**config.mk**
```make
export PLATFORM = sky130hd
export DESIGN_NAME = onehot_encoder
export DESIGN_NICKNAME = d
export VERILOG_FILES = /design/src/rtl/onehot_encoder.sv
export SDC_FILE = /design/constraint.sdc
export NUM_CORES = 1
export LEC_CHECK = 0
export CAP_MARGIN = 15
export CORE_MARGIN = 4
export CORE_UTILIZATION = 30
export DETAILED_ROUTE_END_ITERATION = 12
export GPL_ROUTABILITY_DRIVEN = 0
export PLACE_DENSITY = 0.65
export SETUP_SLACK_MARGIN = 0.1
export SLEW_MARGIN = 20
export SYNTH_ARGS = -nofsm -noshare
export SYNTH_HDL_FRONTEND = slang
export SYNTH_SLANG_ARGS = --single-unit
```
**constraint.sdc**
```tcl
create_clock -name CLK -period 4.05 [get_ports CLK]
set_input_delay 0.81 -clock CLK [delete_from_list [all_inputs] [get_ports CLK]]
set_output_delay 0.81 -clock CLK [all_outputs]
set_load 0.05 [all_outputs]
```
**src/rtl/onehot_encoder.sv**
```systemverilog
// onehot_encoder: sequential 4-to-2 encoder. Captures one-cycle event pulses
// on REQ_IN as sticky pending bits and emits one 2-bit code per event through
// a valid/ready output stage. Simultaneous events are arbitrated round-robin
// (ROUND_ROBIN=1) or by fixed priority, lowest code first (ROUND_ROBIN=0).
//
// Ports:
//   CLK      in   clock, rising edge
//   RST      in   asynchronous active-high reset
//   REQ_IN   in   [3:0] event pulses, bit i = one event for code i
//   VAL_OUT  out  [1:0] code held in the output stage (registered)
//   VALID    out  output stage holds an event (registered)
//   READY    in   consumer accepts VAL_OUT this cycle when VALID=1
//   PENDING  out  [3:0] captured events not yet loaded (registered)
//   OVERFLOW out  one-cycle pulse, a duplicate event was dropped (registered)
module onehot_encoder #(
  parameter int unsigned ROUND_ROBIN = 1
) (
  input  logic       CLK,
  input  logic       RST,
  input  logic [3:0] REQ_IN,
  output logic [1:0] VAL_OUT,
  output logic       VALID,
  input  logic       READY,
  output logic [3:0] PENDING,
  output logic       OVERFLOW
);

  localparam int unsigned N_CODES = 4;
  localparam int unsigned CODE_W  = 2;

  localparam logic [0:0] ST_EMPTY = 1'b0;
  localparam logic [0:0] ST_FULL  = 1'b1;

  logic [0:0]         state_q, state_d;
  logic [CODE_W-1:0]  code_q,  code_d;
  logic [CODE_W-1:0]  ptr_q,   ptr_d;
  logic [N_CODES-1:0] pend_q,  pend_d;
  logic               ovf_q,   ovf_d;

  logic [N_CODES-1:0] cand;
  logic               sel_found;
  logic [CODE_W-1:0]  sel_idx;
  logic [CODE_W-1:0]  scan_idx;
  logic               load;

  // New requests bypass the pending register straight into selection.
  assign cand = pend_q | REQ_IN;

  // Pick the winning candidate: scan from PTR (wrapping) or from code 0.
  always_comb begin
    sel_found = 1'b0;
    sel_idx   = '0;
    scan_idx  = '0;
    for (int k = 0; k < N_CODES; k++) begin
      if (ROUND_ROBIN != 0) begin
        scan_idx = ptr_q + CODE_W'(k);
      end else begin
        scan_idx = CODE_W'(k);
      end
      if (!sel_found && cand[scan_idx]) begin
        sel_found = 1'b1;
        sel_idx   = scan_idx;
      end
    end
  end

  // State register.
  always_ff @(posedge CLK or posedge RST) begin
    if (RST) begin
      state_q <= ST_EMPTY;
      code_q  <= '0;
      ptr_q   <= '0;
      pend_q  <= '0;
      ovf_q   <= 1'b0;
    end else begin
      state_q <= state_d;
      code_q  <= code_d;
      ptr_q   <= ptr_d;
      pend_q  <= pend_d;
      ovf_q   <= ovf_d;
    end
  end

  // Next-state logic: load the output stage whenever it is free or draining.
  always_comb begin
    state_d = state_q;
    code_d  = code_q;
    ptr_d   = ptr_q;
    load    = 1'b0;

    case (state_q)
      ST_EMPTY: begin
        if (sel_found) begin
          load    = 1'b1;
          state_d = ST_FULL;
        end
      end
      ST_FULL: begin
        if (READY) begin
          if (sel_found) begin
            load = 1'b1;
          end else begin
            state_d = ST_EMPTY;
          end
        end
      end
      default: begin
        state_d = ST_EMPTY;
      end
    endcase

    if (load) begin
      code_d = sel_idx;
      // PTR only matters in round-robin mode; tracking it always is harmless.
      ptr_d  = sel_idx + CODE_W'(1);
    end

    // The loaded event leaves PENDING; everything else stays captured.
    if (load) begin
      pend_d = cand & ~(N_CODES'(1) << sel_idx);
    end else begin
      pend_d = cand;
    end

    // A request that is already pending is a dropped duplicate, even if that
    // pending bit is being loaded on this same edge.
    ovf_d = |(REQ_IN & pend_q);
  end

  assign VALID    = (state_q == ST_FULL);
  assign VAL_OUT  = code_q;
  assign PENDING  = pend_q;
  assign OVERFLOW = ovf_q;

endmodule

```
==> results.py, run 1 <==
metrics = {
    "outcome": {
        "status": "completed",
    },
    "timing": {
        "setup_viol": 0,
        "worstMarginPinSlew_ns": 0.497,
        "fmax_ghz": 0.394,
        "rsz0062_at_grt": "no",
        "relSlewSlack_pct": 66.8,
        "post-route-period-util_pct": 62.7,
        "finalClockSkew_ns": 0.00449,
        "fin_crit_ns": 2.54,
        "final_hold_viol_count": 0,
        "tns_ns": 0,
        "drv_slew": 0,
        "hold_ws_ns": 0.511,
    },
    "grt": {
        "grtUsageMet3_pct": 2.58,
        "grt-ovfl-total": 0,
        "grtUsageMet2_pct": 15.0,
        "grt_use_total_pct": 10.0,
        "grt_pass1_vias": 445,
        "grt_max_degree": 11,
        "met1_usage_pct": 12.7,
        "grt_antenna_before_repair": 0,
        "busiest_layer": "met2",
        "grt_pass1_wl_mm": 1.95,
    },
    "critical_path": {
        "crit_start": "REQ_IN[0]",
        "crit_family": "buffers and inverters",
        "crit_buf_inv": 1,
        "cp.arrival_ns": 2.69,
        "cp_num_cells": 7,
        "regToRegEndpoint": "ptr_q[1]",
        "rrSetupSlack_ns": 2.09,
        "cp_max_fo": 4,
        "endpoint": "ptr_q[1]",
        "worstSetupStartpointType": "input port",
        "path_class": "input port to register",
        "max_stage_delay_ns": 0.53,
        "endpoint_kind": "register",
        "rr_worst_depth": 6,
        "path_cells": "clkdlybuf4s50_1 > nor2_2 > o32ai_1 > mux2i_1 > and3_1 > ha_1 > mux2_4",
        "cp_slowest_cell": "clkdlybuf4s50_1",
        "worstPathRequired_ns": 4.20,
        "rr_startpoint": "PENDING[0]",
    },
    "yosys": {
        "yosysTopAreaCellShare_pct": 43.8,
        "yosysTopAreaCell": "dfrtp_1",
        "synth_area_leaders": "dfrtp_1, ha_1, nor2_4, a21oi_1, mux2_4",
        "synth_top_flop_cell": "dfrtp_1",
        "yosysMostFrequentCell": "dfrtp_1",
        "synth_cells": 49,
        "ys_types": 26,
        "synth.yosys.seq_area_share_pct": 43.8,
        "synth_nets": 60,
        "synth-async-reset-ratio_pct": 100,
        "netlist_area_um2": 572,
        "ys_top_cells_by_count": "dfrtp_1, a21oi_1, ha_1",
        "syn_area_per_cell_um2": 11.7,
        "synth_warnings": 0,
        "ys_ff_latch": 10,
        "synth_edf_count": 0,
    },
    "hold_path": {
        "hp-class": "register to register",
    },
    "clock_network": {
        "h-tree-depth": 1,
        "hold_buffers": 0,
        "cts-root-buf": "clkbuf_4",
        "cts_resized": 0,
        "cts_tree": "yes",
        "clk_pin_slew_ns": 0.06,
        "clockBufferDepth": 2,
        "cts_made_buffers": 3,
        "clkLatencyLatePin_ns": 0.27,
        "post_cts_buffers": 0,
        "numClockSinks": 10,
    },
    "final_layout": {
        "fin_nets": 79,
        "fin_cells": 91,
        "drive_above_1_share_pct": 18.2,
        "diodes": 0,
        "area_delta_synth_final_pct": 33.9,
    },
    "drt": {
        "drt_wl_total_mm": 1.17,
        "drt-wirelength-per-cell_um": 12.9,
        "num_vias": 444,
        "ant_nets": 0,
        "drt-pass1-iter-count": 3,
        "drt_iter0_drc": 12,
        "viasPerCell": 4.88,
        "drc": 0,
    },
    "power": {
        "max-vdd-ir-drop_uv": 312,
        "seq_power_share_pct": 30.9,
        "sw_frac_of_total_pct": 46.8,
        "total_leakage_power_nw": 0.297,
        "p_int_w": 0.000306,
        "power_density_mw_per_mm2": 752,
        "p_sw_w": 0.000269,
        "clkPwrFrac_pct": 11.7,
        "share_comb_of_total_power_pct": 57.4,
    },
    "flow_run": {
        "max_cap_violations": 0,
    },
    "place": {
        "dp.cells": 88,
        "port_buffers": 14,
        "dp_hpwl_um": 890,
    },
    "floorplan": {
        "die_w_um": 51.7,
        "ios": 15,
        "die-area_mm2": 0.00267,
        "start_util_pct": 32.4,
        "core_mm2": 0.00176,
        "die_h_um": 51.7,
        "num_rows": 15,
    },
}
[worst min-delay path by stage]
| stage | from | end | slack (ns) | cells after the start |
|---|---|---|---|---|
| floorplan | ptr_q[1] | ptr_q[1] | 0.54 | 1 |
| global placement | VAL_OUT[1] | VAL_OUT[1] | 0.49 | 1 |
| detailed placement | VAL_OUT[1] | VAL_OUT[1] | 0.50 | 1 |
| CTS | VAL_OUT[1] | VAL_OUT[1] | 0.51 | 1 |
| global route | VAL_OUT[1] | VAL_OUT[1] | 0.55 | 1 |
| finish | VAL_OUT[1] | VAL_OUT[1] | 0.51 | 1 |
[cells in the final DEF (no fill, tap or decap), types with 2 or more instances in the layout]
cell type        instances
ha_1                     4
nand3_1                  2
mux2_4                   2
nor2_4                   3
clkdlybuf4s50_1         14
dfrtp_1                 10
clkbuf_4                 3
a22oi_1                  2
a21oi_1                  6
inv_1                    2
[registers in the layout (all words and copies together) (netlist names)]
name and cells:
PENDING 4, VAL_OUT 2, ptr_q 2, OVERFLOW 1, VALID 1
[power groups by stage]
stage,Combinational [W],Sequential (W),Clock [W]
after floorplan,0.000146,0.000268,0
after global placement,0.000328,0.000178,0
after detailed placement,0.000331,0.000180,0
after CTS,0.000334,0.000178,0.0000713
after global routing,0.000358,0.000186,0.0000741
final,0.000330,0.000178,0.0000674
[area by class of cell]
cell class | count | area, µm²
Timing Repair Buffer | 14 | 140
Inverter | 2 | 7.51
Sequential cell | 10 | 250
Multi-Input combinational cell | 37 | 314
Clock buffer | 3 | 22.5
Fill cell | 182 | 998
Tap cell | 25 | 31.3
[routing by layer]
layer / vias up / wire length (µm) / part of all wire, %
met5: - / 0 / 0
met2: 16 / 501 / 43
met3: 2 / 79 / 6.8
li1: 217 / - / -
met1: 209 / 559 / 48
met4: 0 / 29 / 2.5
[cell families (layout without fill, tap and decap cells)]
family	count (synthesis)	in the layout	synth area share (%)
fa+ha+maj	4	4	8.75
flops	10	10	43.8
buf+inv	2	19	1.31
simple gates	14	14	17.5
compound gates	16	16	21.7
mux	3	3	7.00
[stage by stage]
| step | total power, W | util (%) | instance area [µm²] | setup slack, ns |
|---|---|---|---|---|
| floorplan | 0.000413 | - | 572 | 1.93 |
| global placement | 0.000506 | 42.1 | 743 | 1.29 |
| detailed placement | 0.000511 | 42.1 | 743 | 1.26 |
| CTS | 0.000583 | 43.4 | 766 | 1.53 |
| global route | 0.000618 | 43.4 | 766 | 1.38 |
| finish | 0.000576 | 43.4 | 766 | 1.51 |
(Power assumes the default switching activity.)
==> run 2: changes to the inputs <==
Clock period 4.05 ns to 2.5 ns, I/O delays scaled along.
==> results.py, run 2 (synthesis results as in run 1) <==
metrics = {
    "timing": {
        "fmax_ghz": 0.467,
        "relSlewSlack_pct": 66.7,
        "rsz0062_at_grt": "no",
        "worstMarginPinSlew_ns": 0.498,
        "tns_ns": 0,
        "final_hold_viol_count": 0,
        "post-route-period-util_pct": 85.7,
        "fin_crit_ns": 2.14,
        "setup_viol": 0,
        "worst_slack_ns": 0.357,
        "drv_slew": 0,
        "finalClockSkew_ns": 0.00199,
    },
    "critical_path": {
        "cp.arrival_ns": 2.29,
        "rr_startpoint": "PENDING[0]",
        "worstSetupStartpointType": "input port",
        "cp_max_fo": 4,
        "regToRegEndpoint": "ptr_q[1]",
        "endpoint": "ptr_q[1]",
        "endpoint_kind": "register",
        "path_class": "input port to register",
        "rr_worst_depth": 6,
        "rrSetupSlack_ns": 0.71,
        "worstPathRequired_ns": 2.64,
        "crit_start": "REQ_IN[0]",
    },
    "final_layout": {
        "drive_above_1_share_pct": 19.4,
        "final_common_cell": "clkdlybuf4s50_1",
        "area_delta_synth_final_pct": 35.2,
        "final_cell_mix": "clkdlybuf4s50_1, dfrtp_1, a21oi_1",
        "fin_nets": 80,
        "diodes": 0,
        "final_area_um2": 773,
        "largest_reg_flops": 4,
        "fin_cells": 92,
    },
    "drt": {
        "drc": 0,
        "drt_iter0_drc": 3,
        "drt_wl_total_mm": 1.22,
        "ant_nets": 0,
        "viasPerCell": 4.80,
        "drt-pass1-iter-count": 2,
        "drt-wirelength-per-cell_um": 13.2,
        "num_vias": 442,
    },
    "floorplan": {
        "num_rows": 15,
        "ios": 15,
        "start_util_pct": 32.4,
        "die_h_um": 51.7,
        "die-area_mm2": 0.00267,
        "core_mm2": 0.00176,
        "die_w_um": 51.7,
    },
    "clock_network": {
        "cts_tree": "yes",
        "cts-root-buf": "clkbuf_4",
        "h-tree-depth": 1,
        "hold_buffers": 0,
        "cts_resized": 0,
        "post_cts_buffers": 0,
        "cts_made_buffers": 3,
        "clk_pin_slew_ns": 0.06,
        "clockBufferDepth": 2,
        "numClockSinks": 10,
        "clkLatencyLatePin_ns": 0.26,
    },
    "grt": {
        "grt_pass1_wl_mm": 2.13,
        "grt-ovfl-total": 0,
        "grt_pass1_vias": 477,
        "grt_antenna_before_repair": 0,
        "grt_use_total_pct": 11.1,
        "grt_max_degree": 11,
    },
    "flow_run": {
        "max_cap_violations": 0,
    },
    "place": {
        "dp.cells": 89,
        "place_ws_ns": 0.104,
        "port_buffers": 14,
        "placed_area_um2": 751,
        "dp_hpwl_um": 932,
    },
    "power": {
        "max-vdd-ir-drop_uv": 441,
        "power_density_mw_per_mm2": 1230,
        "total_power_w": 0.000949,
        "total_leakage_power_nw": 0.302,
    },
    "outcome": {
        "status": "completed",
    },
    "hold_path": {
        "hp-class": "register to register",
        "whs_path_depth": 1,
    },
}
-- run 2: how the worst min path moves through the flow --
| stage | from | endpoint | slack (ns) |
|---|---|---|---|
| after global routing | VAL_OUT[1] | VAL_OUT[1] | 0.56 |
| after global placement | VAL_OUT[1] | VAL_OUT[1] | 0.49 |
| after floorplan | RST | OVERFLOW | 0.34 |
| after CTS | VAL_OUT[1] | VAL_OUT[1] | 0.51 |
| final | VAL_OUT[1] | VAL_OUT[1] | 0.51 |
| after detailed placement | VAL_OUT[1] | VAL_OUT[1] | 0.50 |
-- run 2: critical path, stage by stage --
cell             delay [ns]
clkdlybuf4s50_1        0.53
nor2_2                 0.09
o32ai_1                0.25
mux2i_1                0.14
and3_1                 0.22
ha_1                   0.29
mux2_4                 0.26
-- run 2: report_power, final --
part	switching [W]	total [W]	internal (W)	leakage, nW
sequential	0.0000629	0.000287	0.000224	0.105
clock	0.0000497	0.000105	0.0000554	0.0138
combinational	0.000322	0.000557	0.000235	0.182
-- run 2: per-stage QoR --
| stage | utilization [%] | hold slack [ns] |
|---|---|---|
| final | 43.8 | 0.510 |
| after global routing | 43.8 | 0.557 |
| after CTS | 43.8 | 0.513 |
| after detailed placement | 42.6 | 0.497 |
| after global placement | 42.6 | 0.492 |
| after floorplan | - | 0.340 |
-- run 2: final cells by class --
type | count | area [µm²]
fill | 189 | 991
sequential | 10 | 250
clock buffer | 3 | 22.5
multi-input combinational | 37 | 314
inverter | 2 | 7.51
tap | 25 | 31.3
timing repair buffer | 15 | 148
-- run 2: layer usage --
metal | up-vias | part of all wire, % | routed length, µm | global-route usage, %
met1 | 207 | 46 | 560 | 14.1
li1 | 218 | - | - | -
met5 | - | 0 | 0 | 0
met3 | 2 | 6.7 | 82 | 2.58
met4 | 0 | 1.3 | 16 | 7.86
met2 | 15 | 46 | 558 | 16.3
==> run 3: changes to the inputs <==
Settings changed: CELL_PAD_IN_SITES_DETAIL_PLACEMENT set to 1, CELL_PAD_IN_SITES_GLOBAL_PLACEMENT set to 2, CORE_UTILIZATION 30 to 29, CTS_CLUSTER_SIZE set to 12, PLACE_DENSITY 0.65 to 0.86.
Clock period 2.5 ns to 2.2 ns, I/O delays scaled along.
==> results.py, run 3 (synthesis results as in run 1) <==
metrics = {
    "outcome": {
        "status": "completed",
    },
    "timing": {
        "final_hold_viol_count": 0,
        "post-route-period-util_pct": 91.0,
        "setup_viol": 0,
        "relSlewSlack_pct": 65.4,
        "drv_slew": 0,
        "rsz0062_at_grt": "no",
        "finalClockSkew_ns": 0.000678,
        "worstMarginPinSlew_ns": 0.518,
        "fmax_ghz": 0.500,
        "tns_ns": 0,
        "hold_ws_ns": 0.466,
        "fin_crit_ns": 2.00,
    },
    "critical_path": {
        "worstSetupStartpointType": "input port",
        "rr_startpoint": "PENDING[0]",
        "endpoint_kind": "register",
        "worstPathRequired_ns": 2.35,
        "cp_max_fo": 3,
        "cp.arrival_ns": 2.15,
        "path_class": "input port to register",
        "crit_start": "REQ_IN[0]",
    },
    "floorplan": {
        "die_w_um": 52.4,
        "core_mm2": 0.00180,
        "die-area_mm2": 0.00275,
        "ios": 15,
        "die_h_um": 52.4,
        "start_util_pct": 31.7,
        "num_rows": 15,
    },
    "final_layout": {
        "drive_above_1_share_pct": 31.2,
        "final_common_cell": "clkdlybuf4s50_1",
        "utilization_pct": 47.4,
        "area_delta_synth_final_pct": 49.2,
        "multi_input_area_um2": 319,
        "diodes": 0,
        "final_cell_mix": "clkdlybuf4s50_1, buf_4, dfrtp_1",
        "largest_reg_flops": 4,
        "ff_latch_area_um2": 250,
        "fillCellCount": 210,
        "fin_nets": 90,
    },
    "drt": {
        "drt_wl_total_mm": 1.56,
        "ant_nets": 0,
        "drt-pass1-iter-count": 3,
        "drc": 0,
        "drt-wirelength-per-cell_um": 15.3,
        "viasPerCell": 4.76,
        "num_vias": 486,
        "drt_iter0_drc": 8,
    },
    "clock_network": {
        "h-tree-depth": 1,
        "clk_pin_slew_ns": 0.06,
        "hold_buffers": 0,
        "numClockSinks": 10,
        "post_cts_buffers": 0,
        "clkLatencyLatePin_ns": 0.26,
        "cts_tree": "yes",
        "cts_made_buffers": 3,
        "cts_resized": 0,
        "clockBufferDepth": 2,
        "cts-root-buf": "clkbuf_4",
    },
    "place": {
        "port_buffers": 14,
        "dp_hpwl_mm": 1.25,
    },
    "power": {
        "total_leakage_power_nw": 0.351,
        "power_density_mw_per_mm2": 1380,
        "max-vdd-ir-drop_uv": 628,
    },
    "grt": {
        "grt-ovfl-total": 0,
        "grt_max_degree": 11,
        "grt_pass1_vias": 577,
        "grt_use_total_pct": 14.0,
        "grt_antenna_before_repair": 0,
        "grt_pass1_wl_mm": 2.73,
    },
    "flow_run": {
        "max_cap_violations": 0,
    },
    "hold_path": {
        "hp-class": "input port to asynchronous set/reset pin",
    },
}
[run 3: cell count changes in the layout (fill, tap and decap cells not counted), sizes merged]
cell  delta
buf     +10
[run 3: path summary, 6_finish.rpt]
check / end / slack (ns) / cells past startpoint
max in group asynchronous: VAL_OUT[1] / 1.45 / 2
min in group CLK: VAL_OUT[1] / 0.54 / 1
min reg2reg: VAL_OUT[1] / 0.54 / 1
min: PENDING[1] / 0.47 / 2
max reg2reg: ptr_q[1] / 0.41 / 6
max: ptr_q[1] / 0.20 / 7
[run 3: metal layers]
metal  track usage (%)  vias up  routed length, µm
met2              24.6        7                868
met4              7.66        0                  9
met3              2.85        2                 41
met1              15.6      239                642
met5                 0        -                  0
li1                  -      238                  -
[run 3: final cells by class]
| class | count | share of cell area (%) |
|---|---|---|
| flip-flops and latches | 10 | 29.3 |
| clock buffers | 3 | 2.64 |
| repair buffers | 25 | 26.1 |
| multi-input cells | 37 | 37.4 |
| inverters | 2 | 0.880 |
| well taps | 25 | 3.67 |
[run 3: worst max-delay path, cell delays in order]
cell and delay (ns):
clkdlybuf4s50_1 0.51, nor2_2 0.06, o32ai_1 0.23, mux2i_1 0.14, and3_1 0.22, ha_1 0.30, mux2_4 0.26
[run 3: power breakdown]
group / internal, W / leakage, nW / switching [W] / total [W]
Combinational: 0.000322 / 0.232 / 0.000405 / 0.000727
Sequential: 0.000254 / 0.105 / 0.0000787 / 0.000333
Clock: 0.0000631 / 0.0138 / 0.0000587 / 0.000122
[run 3: stage by stage]
step	total power [W]	cells	setup slack (ns)	instance area [µm²]
3_5_place_dp	0.00106	99	-0.0568	826
2_1_floorplan	0.000761	49	0.164	572
3_3_place_gp	0.00103	99	-0.0388	826
6_report	0.00118	102	0.198	853
4_1_cts	0.00119	102	0.195	848
5_1_grt	0.00127	102	0.142	853
